[src/rtl/contador_cmd_gen.sv]
// Command generator for an N-bit up/down counter: button presses become one-cycle
// clear/load/enable strobes with modulo-(LIMIT+1) wrap. Define AUTOREPEAT_EN for hold-to-repeat.
module contador_cmd_gen #(
  parameter int N          = 6,
  parameter int LIMIT      = 59,
  parameter int DELAY_CYC  = 8,
  parameter int PERIOD_CYC = 4
) (
  input  logic         clock_clk_in,
  input  logic         reset_rst_in,
  input  logic         btn_up_in,
  input  logic         btn_down_in,
  input  logic         btn_clr_in,
  input  logic         preset_load_in,
  input  logic [N-1:0] preset_in,
  input  logic [N-1:0] q_in,
  output logic         syn_clr_o,
  output logic         load_o,
  output logic         en_o,
  output logic         up_o,
  output logic [N-1:0] d_o,
  output logic         repeat_o
);

  // Encoding order is the priority order, so a plain compare picks the winner.
  typedef enum logic [2:0] {EV_NONE, EV_DOWN, EV_UP, EV_LOAD, EV_CLR} ev_t;

  localparam logic [N-1:0] C_LIMIT = N'(LIMIT);

  if (LIMIT < 1 || LIMIT > (1 << N) - 1 || DELAY_CYC < 2 || PERIOD_CYC < 2) begin : g_param_chk
    $error("contador_cmd_gen: illegal parameter set");
  end

  logic         r_prev_up, r_prev_dn, r_prev_clr;
  ev_t          r_pend;
  logic [N-1:0] r_pend_d;
  logic         r_syn_clr, r_load, r_en, r_up;
  logic [N-1:0] r_d;

  logic         w_press_up, w_press_dn, w_press_clr, w_both, w_guard;
  ev_t          w_new_ev, w_ev, w_issue;
  logic [N-1:0] w_new_d, w_ev_d;
  logic         w_syn_clr_nx, w_load_nx, w_en_nx, w_up_nx;
  logic [N-1:0] w_d_nx;

  // NOTE: every always_comb output gets a default first, so no path can infer a latch.
  always_comb begin
    w_press_up  = btn_up_in & ~r_prev_up;
    w_press_dn  = btn_down_in & ~r_prev_dn;
    w_press_clr = btn_clr_in & ~r_prev_clr;
    w_both      = btn_up_in & btn_down_in;
    w_guard     = r_syn_clr | r_load | r_en;
    w_new_d     = (preset_in > C_LIMIT) ? C_LIMIT : preset_in;
    w_new_ev    = EV_NONE;
    if (w_press_clr)                 w_new_ev = EV_CLR;
    else if (preset_load_in)         w_new_ev = EV_LOAD;
    else if (!w_both && w_press_up)  w_new_ev = EV_UP;
    else if (!w_both && w_press_dn)  w_new_ev = EV_DOWN;
    // A held event beats a newer one of equal rank.
    w_ev   = r_pend;
    w_ev_d = r_pend_d;
    if (w_new_ev > r_pend) begin
      w_ev   = w_new_ev;
      w_ev_d = w_new_d;
    end
  end

`ifdef AUTOREPEAT_EN
  typedef enum logic [1:0] {S_IDLE, S_DELAY, S_REPEAT} state_t;

  state_t      r_state, w_state_nx;
  logic [15:0] r_tmr, w_tmr_nx, w_tmr_lim;
  logic        r_dir, w_dir_nx, r_repeat;
  logic        w_held, w_at_lim, w_tick, w_fresh;

  always_comb begin
    w_held    = r_dir ? btn_up_in : btn_down_in;
    w_tmr_lim = (r_state == S_DELAY) ? 16'(DELAY_CYC - 1) : 16'(PERIOD_CYC - 1);
    w_at_lim  = (r_tmr == w_tmr_lim);
    w_tick    = (r_state != S_IDLE) && w_held && !w_both && !w_press_clr && w_at_lim;
    // Repeat ticks are never held over; a blocked tick is simply skipped.
    w_issue = EV_NONE;
    if (!w_guard) begin
      if (w_ev != EV_NONE) w_issue = w_ev;
      else if (w_tick)     w_issue = r_dir ? EV_UP : EV_DOWN;
    end
    w_fresh    = !w_guard && (w_ev == EV_UP || w_ev == EV_DOWN);
    w_state_nx = r_state;
    w_tmr_nx   = r_tmr + 16'd1;
    w_dir_nx   = r_dir;
    if (w_both || w_press_clr) begin
      w_state_nx = S_IDLE;
      w_tmr_nx   = '0;
    end else if (w_fresh) begin
      w_state_nx = S_DELAY;
      w_tmr_nx   = '0;
      w_dir_nx   = (w_ev == EV_UP);
    end else if (r_state == S_IDLE || !w_held) begin
      w_state_nx = S_IDLE;
      w_tmr_nx   = '0;
    end else if (w_at_lim) begin
      w_state_nx = S_REPEAT;
      w_tmr_nx   = '0;
    end
  end

  always_ff @(posedge clock_clk_in or posedge reset_rst_in) begin
    if (reset_rst_in) begin
      r_state  <= S_IDLE;
      r_tmr    <= '0;
      r_dir    <= 1'b0;
      r_repeat <= 1'b0;
    end else begin
      r_state  <= w_state_nx;
      r_tmr    <= w_tmr_nx;
      r_dir    <= w_dir_nx;
      r_repeat <= (w_state_nx == S_REPEAT);
    end
  end

  assign repeat_o = r_repeat;
`else
  always_comb w_issue = w_guard ? EV_NONE : w_ev;

  assign repeat_o = 1'b0;
`endif

  // Steps wrap by loading the opposite end instead of counting past it.
  always_comb begin
    w_syn_clr_nx = 1'b0;
    w_load_nx    = 1'b0;
    w_en_nx      = 1'b0;
    w_up_nx      = 1'b0;
    w_d_nx       = '0;
    unique case (w_issue)
      EV_CLR:  w_syn_clr_nx = 1'b1;
      EV_LOAD: begin
        w_load_nx = 1'b1;
        w_d_nx    = w_ev_d;
      end
      EV_UP: begin
        if (q_in >= C_LIMIT) w_load_nx = 1'b1;
        else begin
          w_en_nx = 1'b1;
          w_up_nx = 1'b1;
        end
      end
      EV_DOWN: begin
        if (q_in == '0 || q_in > C_LIMIT) begin
          w_load_nx = 1'b1;
          w_d_nx    = C_LIMIT;
        end else w_en_nx = 1'b1;
      end
      default: ;
    endcase
  end

  // NOTE: state uses non-blocking assignments so every register sees pre-edge values.
  always_ff @(posedge clock_clk_in or posedge reset_rst_in) begin
    if (reset_rst_in) begin
      r_prev_up  <= 1'b1;
      r_prev_dn  <= 1'b1;
      r_prev_clr <= 1'b1;
      r_pend     <= EV_NONE;
      r_pend_d   <= '0;
      r_syn_clr  <= 1'b0;
      r_load     <= 1'b0;
      r_en       <= 1'b0;
      r_up       <= 1'b0;
      r_d        <= '0;
    end else begin
      r_prev_up  <= btn_up_in;
      r_prev_dn  <= btn_down_in;
      r_prev_clr <= btn_clr_in;
      if (w_guard) begin
        r_pend   <= w_ev;
        r_pend_d <= w_ev_d;
      end else begin
        r_pend   <= EV_NONE;
      end
      r_syn_clr  <= w_syn_clr_nx;
      r_load     <= w_load_nx;
      r_en       <= w_en_nx;
      r_up       <= w_up_nx;
      r_d        <= w_d_nx;
    end
  end

  assign syn_clr_o = r_syn_clr;
  assign load_o    = r_load;
  assign en_o      = r_en;
  assign up_o      = r_up;
  assign d_o       = r_d;

endmodule

[config.mk]
export PLATFORM = sky130hd
export DESIGN_NAME = contador_cmd_gen
export DESIGN_NICKNAME = d
export VERILOG_FILES = /design/src/rtl/contador_cmd_gen.sv
export SDC_FILE = /design/constraint.sdc
export NUM_CORES = 1
export LEC_CHECK = 0
export BUFFER_PORTS_ARGS = -buffer_cell sky130_fd_sc_hd__buf_4
export CORE_MARGIN = 2
export CORE_UTILIZATION = 55
export CTS_BUF_LIST = sky130_fd_sc_hd__clkbuf_4 sky130_fd_sc_hd__clkbuf_8
export DETAILED_ROUTE_END_ITERATION = 6
export PLACE_DENSITY_LB_ADDON = 0.25
export SLEW_MARGIN = 10
export SYNTH_ARGS = -nofsm -noshare
export SYNTH_HDL_FRONTEND = slang
export SYNTH_SLANG_ARGS = --single-unit
[constraint.sdc]
create_clock -name clock_clk_in -period 3.31 [get_ports clock_clk_in]
set_clock_uncertainty 0.15 [all_clocks]
set_input_delay 0.331 -clock clock_clk_in [delete_from_list [all_inputs] [get_ports clock_clk_in]]
set_output_delay 0.331 -clock clock_clk_in [all_outputs]
set_load 0.02 [all_outputs]
==> impl_metrics.csv <==
group,metric,value,unit
finish,postLayoutCoreUtil,0.7176,
outcome,status,"finished, final reports clean",
detailed_routing,met3WireLength,92,um
grt,grt_pass1_vias,1009,
logic_synthesis,synthArstFlopShare,1.000,
floorplanning,pin_count,29,
clock_tree,numClockSinks,22,
clock_tree,cts_max_level,1,
worst_setup_path,cp_max_fo,5,
floorplanning,die_area,0.002786,mm2
clock_tree,cts_tree,"yes",
clock_tree,clockRootBuffer,"clkbuf_4",
logic_synthesis,synthCells,123,
timing,worst_slew_pin_slew,832.7,ps
logic_synthesis,netlist_area,0.001309,mm2
place,io_buffers,27,
clock_tree,post_cts_buffers,0,
timing,setup_viol_count_final,0,
detailed_routing,drt-met1-wl,1293,um
grt,track_usage,0.2376,
worst_setup_path,critPathRequiredTime,3340,ps
floorplanning,core,0.002233,mm2
floorplanning,initial_utilization,0.5860,
place,dp_cells,176,
finish,final_common_cell,"buf_4",
timing,fin_crit_sh,0.9427,
timing,min_period,3120,ps
worst_setup_path,crit_path_end_kind,"flop",
floorplanning,rows,17,
logic_synthesis,yosysTopAreaCellShare,0.3633,
timing,hold_violations,0,
logic_synthesis,syn_avg_cell_area,10.64,um2
clock_tree,clkTransAtPathRegs,120,ps
power_and_ir_drop,cellPowerDensity,682.4,mW/mm2
detailed_routing,dr.pass1.iters,5,
place,gp_congestion,0.9162,
detailed_routing,route.detailed.drc,0,
finish,fin_area,0.001603,mm2
grt,antenna_found_initial,0,
timing,finalSetupTns,0,ps
detailed_routing,top_layer,"met4",
finish,antennaDiodeCount,0,
finish,mostFrequentLayoutCells,"buf_4, dfrtp_1, nand3_1",
detailed_routing,drtIter0Drc,17,
timing,rsz0062_at_grt,"false",
power_and_ir_drop,power_leakage,0.7212,nW
logic_synthesis,yosys_register_bits,22,
logic_synthesis,yosys.area.top_type,"dfrtp_1",
grt,grt_max_degree,23,
clock_tree,clk_path_buf_depth,2,
grt,grt_overflow_total,0,
detailed_routing,drt_wl_total,2975,um
finish,final_cells,183,
detailed_routing,wire_per_inst,16.26,um
detailed_routing,ant_nets,0,
timing,final-max-slew-violation-count,0,
grt,grt_first_pass_wirelength,4726,um
flow_run,drv_cap,0,
finish,layout-drive-gt1-share,0.3806,
clock_tree,cts_inserted_buffers,3,
place,place.detailed.hpwl,2280,um
logic_synthesis,synth_warnings,0,
finish,syn_to_final_growth,22.47,%
timing,fmax,320.5,MHz
logic_synthesis,yosysSeqAreaShare,0.4235,
worst_setup_path,crit_type,"in -> reg",
detailed_routing,vias,1083,
timing,slew_headroom,0.4442,
logic_synthesis,synth_edf_count,0,
logic_synthesis,synth_area_leaders,"dfrtp_1, dfstp_2, nand3_1",
logic_synthesis,yosysUniqueCellTypes,45,
detailed_routing,avgViaCountPerCell,5.918,
logic_synthesis,ys.flop_type,"dfrtp_1",
power_and_ir_drop,peakVddDrop,0.4611,mV
min_path,worstHoldPathType,"in -> async",
worst_setup_path,crit_arrival,3150,ps
detailed_routing,wl_met2,1523,um
worst_setup_path,start_kind,"primary input",
place,place_area,0.001531,mm2
logic_synthesis,syn-num-nets,144,
finish,finalNetCount,177,
floorplanning,die_w,52.78,um
floorplanning,die_h,52.78,um
clock_tree,clkLatencyLatePin,300,ps
==> registers in the layout, indices dropped and copies added (netlist names) <==
signal	count
r_prev_clr	1
d_o	6
r_pend_d	6
syn_clr_o	1
r_prev_dn	1
r_pend	3
load_o	1
en_o	1
up_o	1
r_prev_up	1
==> final timing paths <==
check | start | to | slack (ps) | cells past startpoint
max | btn_down_in | syn_clr_o | 190 | 10
min | reset_rst_in | d_o[0] | 30 | 2
max reg2reg | r_prev_clr | syn_clr_o | 490 | 9
min reg2reg | r_pend_d[4] | r_pend_d[4] | 360 | 1
max in group asynchronous | reset_rst_in | r_pend[0] | 2470 | 2
min in group clock_clk_in | preset_in[4] | r_pend_d[4] | 110 | 2
==> stage by stage <==
stage          power [mW]  hold WS (ps)  setup WS [ps]
6_report            1.094         25.20          189.8
3_5_place_dp       0.9461         302.3          330.2
3_3_place_gp       0.9208         299.7          454.7
2_1_floorplan      0.7986         168.0          748.4
5_1_grt             1.168         101.3          89.73
4_1_cts             1.084         49.41          96.63
==> cell type report <==
type / count / area, um2
Clock buffer: 4 / 30.03
Fill cell: 172 / 630.6
Inverter: 8 / 30.03
Multi-Input combinational cell: 89 / 705.7
Sequential cell: 22 / 554.3
Tap cell: 28 / 35.03
Timing Repair Buffer: 32 / 247.7
==> worst max-delay path, cell delays in order <==
cell           delay [ps]
dlygate4sd3_1         540
buf_4                 140
or3b_4                400
a21oi_4               200
ha_1                  270
nand3_1               120
o21a_1                350
a21boi_2              170
or2_1                 260
nor4_1                350
==> cells in the mapped netlist (3+ instances only) <==
cell,number
o21ai_0,5
or3_1,4
a21oi_1,5
nand2_1,6
dfstp_2,3
nand3_1,9
dfrtp_1,19
nor3_2,4
o211ai_1,3
nor2_1,7
ha_1,3
mux2_1,3
a311oi_1,3
inv_1,8
o21ai_1,4
==> report_power, final <==
group | internal (mW) | switching [mW]
Combinational | 0.231 | 0.347
Sequential | 0.344 | 0.0373
Clock | 0.0552 | 0.0794
Total | 0.630 | 0.463
==> metal layers <==
layer,vias up,GRT usage
li1,519,-
met1,534,0.3043
met2,24,0.4042
met3,6,0.03143
met4,0,0.08974
met5,-,0
==> cells by family after synthesis <==
| group | Yosys count | synth area share |
|---|---|---|
| fa+ha+maj | 3 | 0.02868 |
| mux | 3 | 0.02581 |
| buf+inv | 12 | 0.04588 |
| compound gates | 38 | 0.2514 |
| simple gates | 44 | 0.2218 |
| flops | 22 | 0.4235 |
| other cells | 1 | 0.002865 |
==> timing repair <==
| action | in CTS | in global routing |
|---|---|---|
| hold endpoints to repair | 3 | 0 |
| resized for setup | 0 | 2 |
| setup endpoints to repair | 0 | 4 |
| hold buffers | 3 | 0 |
Note: power is estimated with default switching activity, not from simulation.
